$ cat src/rtl/helios_stream_pkg.sv
// helios_stream_pkg: shared frame header, serializer state type and round-size helper.
package helios_stream_pkg;
  localparam logic [7:0] FRAME_HEADER = 8'h01;
  typedef enum logic [2:0] {
    S_IDLE,
    S_HEADER,
    S_DATA,
    S_WAIT_ROUND,
    S_TRAILER
  } state_t;
  function automatic int bytes_per_round(input int bits);
    return (bits + 7) / 8;
  endfunction
endpackage

$ cat src/rtl/syndrome_stream_serializer_if.sv
// syndrome_stream_serializer_if: round input handshake plus decoder byte stream.
interface syndrome_stream_serializer_if #(parameter int ROUND_BITS = 4);
  logic [ROUND_BITS-1:0] round_data;
  logic                  round_valid;
  logic                  round_ready;
  logic [7:0]            out_data;
  logic                  out_valid;
  logic                  out_ready;
  modport master (output round_data, round_valid, out_ready, input round_ready, out_data, out_valid);
  modport slave  (input round_data, round_valid, out_ready, output round_ready, out_data, out_valid);
endinterface

$ cat src/rtl/stream_output_reg.sv
// stream_output_reg: 8-bit data/valid register slice that holds its byte under backpressure.
module stream_output_reg (
  input  logic       clk,
  input  logic       rst_n,
  input  logic       i_valid,
  input  logic [7:0] i_data,
  input  logic       i_ready,
  output logic       o_valid,
  output logic [7:0] o_data
);
  logic       r_valid;
  logic [7:0] r_data;
  always_ff @(posedge clk or negedge rst_n) begin
    if (!rst_n) begin
      r_valid <= 1'b0;
      r_data  <= 8'h00;
    end else if (!r_valid || i_ready) begin
      r_valid <= i_valid;
      if (i_valid) r_data <= i_data;
    end
  end
  assign o_valid = r_valid;
  assign o_data  = r_data;
endmodule

$ cat src/rtl/syndrome_stream_serializer.sv
// syndrome_stream_serializer: packs GRID_WIDTH_U syndrome rounds into header+data byte frames.
// Define SERIALIZER_PARITY_EN to append an XOR-of-data-bytes trailer to each frame.
module syndrome_stream_serializer
  import helios_stream_pkg::*;
#(
  parameter int GRID_WIDTH_X = 4,
  parameter int GRID_WIDTH_Z = 1,
  parameter int GRID_WIDTH_U = 3
) (
  input  logic                         clk,
  input  logic                         rst_n,
  syndrome_stream_serializer_if.slave  s_if,
  output logic                         o_frame_active,
  output logic [15:0]                  o_frames_sent
);
  localparam int RB = GRID_WIDTH_X * GRID_WIDTH_Z;
  localparam int B  = bytes_per_round(RB);
  localparam int RW = GRID_WIDTH_U > 1 ? $clog2(GRID_WIDTH_U) : 1;
  localparam int BW = B > 1 ? $clog2(B) : 1;
`ifdef SERIALIZER_PARITY_EN
  localparam state_t END_STATE = S_TRAILER;
`else
  localparam state_t END_STATE = S_IDLE;
`endif

  state_t          r_state, w_next;
  logic [RB-1:0]   r_hold;
  logic [RW-1:0]   r_round_idx;
  logic [BW-1:0]   r_byte_idx, w_next_idx;
  logic [8*B-1:0]  w_hold_pad;
  logic [7:0]      w_in_byte, w_byte;
  logic            w_hs, w_rhs, w_last_byte, w_last_round, w_final, w_push;
  logic            r_active;
  logic [15:0]     r_frames_sent;
`ifdef SERIALIZER_PARITY_EN
  logic [7:0]      r_par;
`endif

  // Holding bits above ROUND_BITS read as zero in the last byte of a round.
  assign w_hold_pad   = (8*B)'(r_hold);
  assign w_in_byte    = 8'(s_if.round_data);
  assign w_next_idx   = r_byte_idx + 1'b1;
  assign w_last_byte  = r_byte_idx == BW'(B - 1);
  assign w_last_round = r_round_idx == RW'(GRID_WIDTH_U - 1);
  assign w_hs         = s_if.out_valid && s_if.out_ready;
  assign s_if.round_ready = (r_state == S_IDLE) || (r_state == S_WAIT_ROUND);
  assign w_rhs        = s_if.round_valid && s_if.round_ready;
`ifdef SERIALIZER_PARITY_EN
  assign w_final = (r_state == S_TRAILER) && w_hs;
`else
  assign w_final = (r_state == S_DATA) && w_hs && w_last_byte && w_last_round;
`endif

  always_ff @(posedge clk or negedge rst_n) begin
    if (!rst_n) r_state <= S_IDLE;
    else        r_state <= w_next;
  end

  always_comb begin
    w_next = r_state;
    case (r_state)
      S_IDLE:       w_next = w_rhs ? S_HEADER : S_IDLE;
      S_HEADER:     w_next = w_hs ? S_DATA : S_HEADER;
      S_DATA:       w_next = !(w_hs && w_last_byte) ? S_DATA : w_last_round ? END_STATE : S_WAIT_ROUND;
      S_WAIT_ROUND: w_next = w_rhs ? S_DATA : S_WAIT_ROUND;
      S_TRAILER:    w_next = w_hs ? S_IDLE : S_TRAILER;
      default:      w_next = S_IDLE;
    endcase
  end

  // Next byte is loaded into the output slice on the same edge that retires the current one.
  always_comb begin
    w_push = 1'b0;
    w_byte = 8'h00;
    case (r_state)
      S_IDLE: begin
        w_push = w_rhs;
        w_byte = FRAME_HEADER;
      end
      S_HEADER: begin
        w_push = w_hs;
        w_byte = w_hold_pad[7:0];
      end
      S_DATA: begin
        w_push = w_hs && !w_last_byte;
        w_byte = w_hold_pad[{w_next_idx, 3'b000} +: 8];
`ifdef SERIALIZER_PARITY_EN
        if (w_hs && w_last_byte && w_last_round) begin
          w_push = 1'b1;
          w_byte = r_par ^ s_if.out_data;
        end
`endif
      end
      S_WAIT_ROUND: begin
        w_push = w_rhs;
        w_byte = w_in_byte;
      end
      default: ;
    endcase
  end

  always_ff @(posedge clk or negedge rst_n) begin
    if (!rst_n) begin
      r_hold        <= '0;
      r_round_idx   <= '0;
      r_byte_idx    <= '0;
      r_active      <= 1'b0;
      r_frames_sent <= 16'h0000;
`ifdef SERIALIZER_PARITY_EN
      r_par         <= 8'h00;
`endif
    end else begin
      if (w_rhs) begin
        r_hold     <= s_if.round_data;
        r_byte_idx <= '0;
      end
      if (r_state == S_IDLE && w_rhs) begin
        r_round_idx <= '0;
        r_active    <= 1'b1;
`ifdef SERIALIZER_PARITY_EN
        r_par       <= 8'h00;
`endif
      end
      if (r_state == S_DATA && w_hs) begin
`ifdef SERIALIZER_PARITY_EN
        r_par <= r_par ^ s_if.out_data;
`endif
        if (w_last_byte) begin
          r_byte_idx <= '0;
          if (!w_last_round) r_round_idx <= r_round_idx + 1'b1;
        end else begin
          r_byte_idx <= w_next_idx;
        end
      end
      if (w_final) begin
        r_active      <= 1'b0;
        r_frames_sent <= r_frames_sent + 16'h0001;
      end
    end
  end

  stream_output_reg u_out (
    .clk     (clk),
    .rst_n   (rst_n),
    .i_valid (w_push),
    .i_data  (w_byte),
    .i_ready (s_if.out_ready),
    .o_valid (s_if.out_valid),
    .o_data  (s_if.out_data)
  );

  assign o_frame_active = r_active;
  assign o_frames_sent  = r_frames_sent;
endmodule

$ cat src/flat_wrapper.sv
// flat-port wrapper written by rule: the top's interface ports become plain ports
module syndrome_stream_serializer_flat import helios_stream_pkg::*;
#(
  parameter int GRID_WIDTH_X = 4,
  parameter int GRID_WIDTH_Z = 1,
  parameter int GRID_WIDTH_U = 3
)
  (clk, rst_n, o_frame_active, o_frames_sent, s_if_round_data, s_if_round_valid, s_if_out_ready, s_if_round_ready, s_if_out_data, s_if_out_valid);
  syndrome_stream_serializer_if #(.ROUND_BITS(4)) s_if_i ();
  input  logic clk;
  input  logic rst_n;
  output logic o_frame_active;
  output logic [15:0] o_frames_sent;
  input wire logic [$bits(s_if_i.round_data)-1:0] s_if_round_data;
  input wire logic [$bits(s_if_i.round_valid)-1:0] s_if_round_valid;
  input wire logic [$bits(s_if_i.out_ready)-1:0] s_if_out_ready;
  output wire logic [$bits(s_if_i.round_ready)-1:0] s_if_round_ready;
  output wire logic [$bits(s_if_i.out_data)-1:0] s_if_out_data;
  output wire logic [$bits(s_if_i.out_valid)-1:0] s_if_out_valid;
  assign s_if_i.round_data = s_if_round_data;
  assign s_if_i.round_valid = s_if_round_valid;
  assign s_if_i.out_ready = s_if_out_ready;
  assign s_if_round_ready = s_if_i.round_ready;
  assign s_if_out_data = s_if_i.out_data;
  assign s_if_out_valid = s_if_i.out_valid;
  syndrome_stream_serializer #(.GRID_WIDTH_X(GRID_WIDTH_X), .GRID_WIDTH_Z(GRID_WIDTH_Z), .GRID_WIDTH_U(GRID_WIDTH_U)) u_core (.clk(clk), .rst_n(rst_n), .s_if(s_if_i), .o_frame_active(o_frame_active), .o_frames_sent(o_frames_sent));
endmodule
$ cat config.mk
export PLATFORM = sky130hd
export DESIGN_NAME = syndrome_stream_serializer_flat
export DESIGN_NICKNAME = d
export VERILOG_FILES = /design/src/rtl/helios_stream_pkg.sv /design/src/rtl/syndrome_stream_serializer_if.sv /design/src/rtl/stream_output_reg.sv /design/src/rtl/syndrome_stream_serializer.sv /design/src/flat_wrapper.sv
export SDC_FILE = /design/constraint.sdc
export NUM_CORES = 1
export LEC_CHECK = 0
export CAP_MARGIN = 25
export CORE_AREA = 3 3 67 69
export DETAILED_ROUTE_END_ITERATION = 10
export DIE_AREA = 0 0 70 72
export DONT_BUFFER_PORTS = 1
export MAX_ROUTING_LAYER = met4
export PLACE_DENSITY_LB_ADDON = 0.15
export SYNTH_ARGS = -nofsm -noshare
export SYNTH_HDL_FRONTEND = slang
export SYNTH_HIERARCHICAL = 1
export SYNTH_SLANG_ARGS = --single-unit
export TNS_END_PERCENT = 100
$ cat constraint.sdc
create_clock -name clk -period 2.15 [get_ports clk]
set_input_delay 0.1075 -clock clk [delete_from_list [all_inputs] [get_ports clk]]
set_output_delay 0.1075 -clock clk [all_outputs]
set_load 0.02 [all_outputs]
Word level (Yosys, flattened, before mapping):

Cells that the tools add are included.

* flip-flop bits (word level): 36
* output and inout bits: 27

* add/sub/neg operators: 3
* equal/unequal tests: 5
* shifts and indexed selects: 1
* mux-type cells: 18
* bitwise logic cells: 1
* reduce and logical (&&, ||, !) cells: 16

Operators with widths (number)
* one-hot mux 8 bit (4 select lines): 1
* adder 16 x 1 -> 16 bit (second input constant): 1
* one-hot mux 3 bit (5 select lines): 1
* two-way mux 2 bit: 6
* logical AND 1 bit: 8
* variable part select 8 x 5 -> 8 bit: 1
* two-way mux 1 bit: 7
* == test 3 x 2 -> 1 bit (second input constant): 2
* two-way mux 3 bit: 2
* nonzero test 2 bit: 2
* == test 3 x 1 -> 1 bit (second input constant): 1
* == test 3 bit (second input constant): 1
* logical NOT 3 bit: 1
* one-hot mux 1 bit (3 select lines): 1
* adder 2 x 1 -> 2 bit (second input constant): 1
* == test 2 bit (second input constant): 1
* logical OR 1 bit: 2
* AND reduction 2 bit: 1
* OR reduction 2 bit: 1
* adder 1 bit (second input constant): 1
* logical NOT 1 bit: 1
* inverter 1 bit: 1

Longest topological paths before layout:

* depth after elaboration: 8
* depth in mapped cells: 6
* mapped depth without buffers: 5

By module:

The synthesis kept the hierarchy.

Modules (own cells, without submodules)
* syndrome_stream_serializer: times used 1, cells an instance 122, area an instance 1327.5 µm², sequential area each 650.6 µm²
* stream_output_reg: times used 1, cells an instance 20, area an instance 377.9 µm², sequential area each 225.2 µm²

Worst setup path after synthesis:

OpenSTA, ideal clock, no wires.

* path type: register to register
* from: register u_core.r_state[1]
* to: register u_core.u_out.r_data[0] (netlist: u_core/u_out/o_data[0])
* library setup time: 125 ps
* arrival: 1695 ps
* data required time: 2025 ps
* path slack: 330 ps
* cell stages (with the launch flop): 6
* buffers on the path: 1
* period minus slack after synthesis: 1820 ps
* path through: dfrtp_1 buf_1 a21oi_1 a221oi_1 nand2_4 mux2_4

* cells in the longest elaborated chain, start to end: 5
* elaborated cells between the ends (all ways): 10

Ends and longest elaborated chain
* start: declaration: RTL line syndrome_stream_serializer.sv:26 `state_t r_state, w_next;`
* start signal: assignment: RTL line syndrome_stream_serializer.sv:56 `else r_state <= w_next;`
* == test 3 x 2 -> 1 bit / logical NOT 3 bit (equally long branches): RTL line syndrome_stream_serializer.sv:46, syndrome_stream_serializer.sv:75
* logical OR 1 bit: RTL line syndrome_stream_serializer.sv:46 `assign s_if.round_ready = (r_state == S_IDLE) || (r_state == S_WAIT_ROUND);`
* logical AND 1 bit: RTL line syndrome_stream_serializer.sv:47 `assign w_rhs = s_if.round_valid && s_if.round_ready;`
* one-hot mux 1 bit (3 select lines) (*): RTL line syndrome_stream_serializer.sv:75 `case (r_state)`
* named net u_core.w_push: RTL line syndrome_stream_serializer.sv:32 `logic w_hs, w_rhs, w_last_byte, w_last_round, w_final, w_push;`
* AND reduction 2 bit (no source line) (*)
* end signal: assignment: RTL line stream_output_reg.sv:19 `if (i_valid) r_data <= i_data;`
* end: declaration: RTL line stream_output_reg.sv:12 `logic [7:0] r_data;`

Mark *: on every way through the listed nets, which the timed path passes. The rest lies on a longest branch.
A chain may end at the register's enable or synchronous reset.

Worst setup path after layout:

* from: register u_core.r_state[0]
* to: register u_core.u_out.r_data[3] (netlist: u_core/u_out/o_data[3])

The elaborated chain is that of the path after synthesis.

==> impl_metrics.csv <==
group,metric,value,unit
clock_tree,post_cts_resized,0,
placement,place.gp.congestion,0.752,
placement,placed_area,1780,um2
final_layout,seq_area,876,um2
routing,drtIter0Drc,46,
critical_path,critPathKind,"flip-flop to flip-flop",
die,core_region_area,3970,um2
timing,fmax,0.546,GHz
die,ios,35,
final_layout,fin_area,1940,um2
power_and_ir_drop,internal_power,0.00146,W
timing,period_minus_slack,1.83,ns
synth,avgSynthCellArea,12.0,um2
synth,synth_fa_ha_area_share,0.734,%
power_and_ir_drop,pwr-share-comb,31.6,%
timing,whs,0.0287,ns
routing,wl_per_cell,15.0,um
routing,vias,1077,
critical_path,arrival,2.00,ns
critical_path,cp_data_required_time,2.32,ns
timing,setup_tns,0,ns
timing,finalCritPeriodShare,85.2,%
clock_tree,root_buffer,"clkbuf_8",
flow_run,drv_cap,0,
clock_tree,clockBufferDepth,2,
placement,hpwl,2270,um
timing,drv_slew,0,
synth,yosys.area_share.simple,20.6,%
global_route,grt_usage,14.0,%
synth,synth_xor_area_share,8.22,%
synth,synth_compound_area_share,4.04,%
clock_tree,numCtsBuffers,5,
power_and_ir_drop,p_per_area,1180,nW/um2
final_layout,diodes,0,
final_layout,final_cell_mix,"dfrtp_1 (35), xor2_1 (10), nor2_1 (9), nand3_1 (9)",
power_and_ir_drop,max-vdd-ir-drop,0.560,mV
placement,io_buffers,0,
critical_path,start_kind,"flip-flop",
die,die_w,70,um
synth,synthesis.area,1710,um2
critical_path,crit_path_max_fanout,12,
synth,ys_warn_count,6,
global_route,grt_max_degree,36,
final_layout,layout.nets,168,
timing,rsz0062_at_grt,"false",
global_route,grt_pass1_vias,1120,
die,start_util,42.9,%
clock_tree,cts_max_level,2,
power_and_ir_drop,clkPwrFrac,19.4,%
run_status,outcome,"completed",
global_route,grt_first_pass_wirelength,5380,um
final_layout,drive_gt1_share,21.9,%
power_and_ir_drop,switching_power,0.000836,W
routing,avgViaCountPerCell,5.13,
die,fp.dieH,72,um
timing,skew,0.00364,ns
final_layout,fillers,364,
power_and_ir_drop,swShare,36.5,%
synth,synthCells,142,
synth,seq_area_frac_synth,51.4,%
die,num_rows,23,
timing,finalSetupViolations,0,
global_route,gr-total-overflow,0,
critical_path,worstSetupEndpointType,"flip-flop",
clock_tree,clkLatencyLatePin,0.28,ns
power_and_ir_drop,p_leak,0.945,nW
die,die_area,5040,um2
clock_tree,cts_tree,"done",
routing,ant_nets,0,
routing,dr.pass1.iters,3,
routing,drc,0,
clock_tree,cts_sinks,35,
final_layout,area_delta_synth_final,13.9,%
placement,post-place-ws,0.308,ns
clock_tree,clk_pin_slew_worst_paths,0.07,ns
timing,worst_slack,0.318,ns
final_layout,multi_input_area,795,um2
final_layout,layout_commonest_cell,"dfrtp_1",
timing,hold_viol,0,
synth,synthMuxAreaShare,12.1,%
min_path,min_path_type,"input port to flip-flop",
synth,ys_ff_latch,35,
global_route,antenna_found_initial,0,
synth,yosysUniqueCellTypes,37,
synth,synth_top_family_by_area,"simple AND/OR/NAND/NOR gates",
power_and_ir_drop,seqPwrFrac,49.0,%
routing,wirelength,3140,um
-- cells in the mapped netlist, drive strengths merged --
| master | instances | area (um2) |
|---|---|---|
| dfrtp | 35 | 876 |
| mux2 | 13 | 176 |
| nand2 | 10 | 47.6 |
| xor2 | 10 | 87.6 |
| nand3 | 9 | 45.0 |
| nor2 | 9 | 33.8 |
| inv | 7 | 26.3 |
| nor3 | 7 | 65.1 |
| xnor2 | 6 | 52.6 |
| a21oi | 4 | 20.0 |
| nand4 | 4 | 40.0 |
| buf | 3 | 20.0 |
| mux2i | 3 | 30.0 |
| a221oi | 2 | 17.5 |
| and3 | 2 | 12.5 |
| and4 | 2 | 17.5 |
| nand2b | 2 | 20.0 |
| o21ai | 2 | 10.0 |
| or2b | 2 | 15.0 |
| a21boi | 1 | 7.51 |
| a31oi | 1 | 6.26 |
| and2 | 1 | 6.26 |
| and4b | 1 | 10.0 |
| and4bb | 1 | 12.5 |
| conb | 1 | 3.75 |
| ha | 1 | 12.5 |
| nand3b | 1 | 7.51 |
| nor3b | 1 | 18.8 |
| o31ai | 1 | 7.51 |
-- cell families (layout without fill, tap and decap cells) --
family / Yosys count / in the layout
buffers and inverters: 10 / 25
xor gates and xnor gates: 16 / 16
other: 1 / 4
muxes: 16 / 16
adders and majority gates: 1 / 1
and+or+nand+nor: 52 / 52
AOI/OAI and AO/OA: 11 / 11
DFF: 35 / 35
-- path summary, 6_finish.rpt --
check | end | slack (ns) | start | cells past startpoint
hold / removal | u_core/r_round_idx[1] | 0.03 | s_if_out_ready | 2
hold reg to reg | u_core/r_hold[2] | 0.51 | u_core/r_hold[2] | 1
min in group asynchronous | u_core/o_frames_sent[10] | 0.27 | rst_n | 2
max in group asynchronous | u_core/r_hold[1] | 1.70 | rst_n | 2
setup / recovery | u_core/u_out/o_data[3] | 0.32 | u_core/r_state[0] | 4
setup reg to reg | u_core/u_out/o_data[3] | 0.32 | u_core/r_state[0] | 4
-- flip-flops by register name, summed over array words and instances, names as in the netlist --
| name | cells |
|---|---|
| u_core/r_round_idx | 2 |
| u_core/o_frame_active | 1 |
| u_core/o_frames_sent | 16 |
| u_core/r_state | 3 |
| u_core/r_hold | 4 |
| u_core/u_out/o_valid | 1 |
| u_core/u_out/o_data | 8 |
-- power groups by stage --
stage               Sequential (W)  Clock (W)  Combinational, W
finish                     0.00112   0.000445          0.000725
global placement           0.00113          0          0.000688
detailed placement         0.00114          0          0.000706
floorplan                  0.00109          0          0.000603
CTS                        0.00113   0.000468          0.000735
global route               0.00115   0.000496          0.000806
-- critical path, cell delays in order (launching register included) --
cell and delay (ns):
dfrtp_1 0.56, nand3_1 0.15, a221oi_1 0.47, nand2_4 0.20, mux2_4 0.34
-- stage by stage --
stage / instances / total power (W) / utilization, %
finish: 210 / 0.00229 / 48.9
floorplan: 145 / 0.00170 / -
detailed placement: 195 / 0.00185 / 44.9
global route: 210 / 0.00245 / 48.9
global placement: 195 / 0.00182 / 44.9
CTS: 210 / 0.00233 / 48.9
-- cell type report --
class	instances	share of cell area (%)
Tap cell	50	3.22
Inverter	7	1.35
Clock inverter	1	0.258
Timing Repair Buffer	10	5.28
Multi-Input combinational cell	100	40.9
Sequential cell	35	45.1
Clock buffer	7	3.93
-- routing by layer --
metal / part of all wire (%) / up-vias / routed length (um) / GRT usage (%)
met4: 1.5 / 0 / 46 / 5.11
li1: - / 524 / - / -
met5: 0 / - / 0 / -
met1: 44 / 526 / 1390 / 16.7
met3: 6.2 / 5 / 194 / 5.26
met2: 48 / 22 / 1510 / 21.9
-- repair_timing --
action                                  4_1_cts  5_1_grt
endpoints found under the hold margin        40        0
setup buffers                                 0        0
hold buffers                                  7        0
endpoints found under the setup margin        0        0
Note: power is estimated with default switching activity, not from simulation.
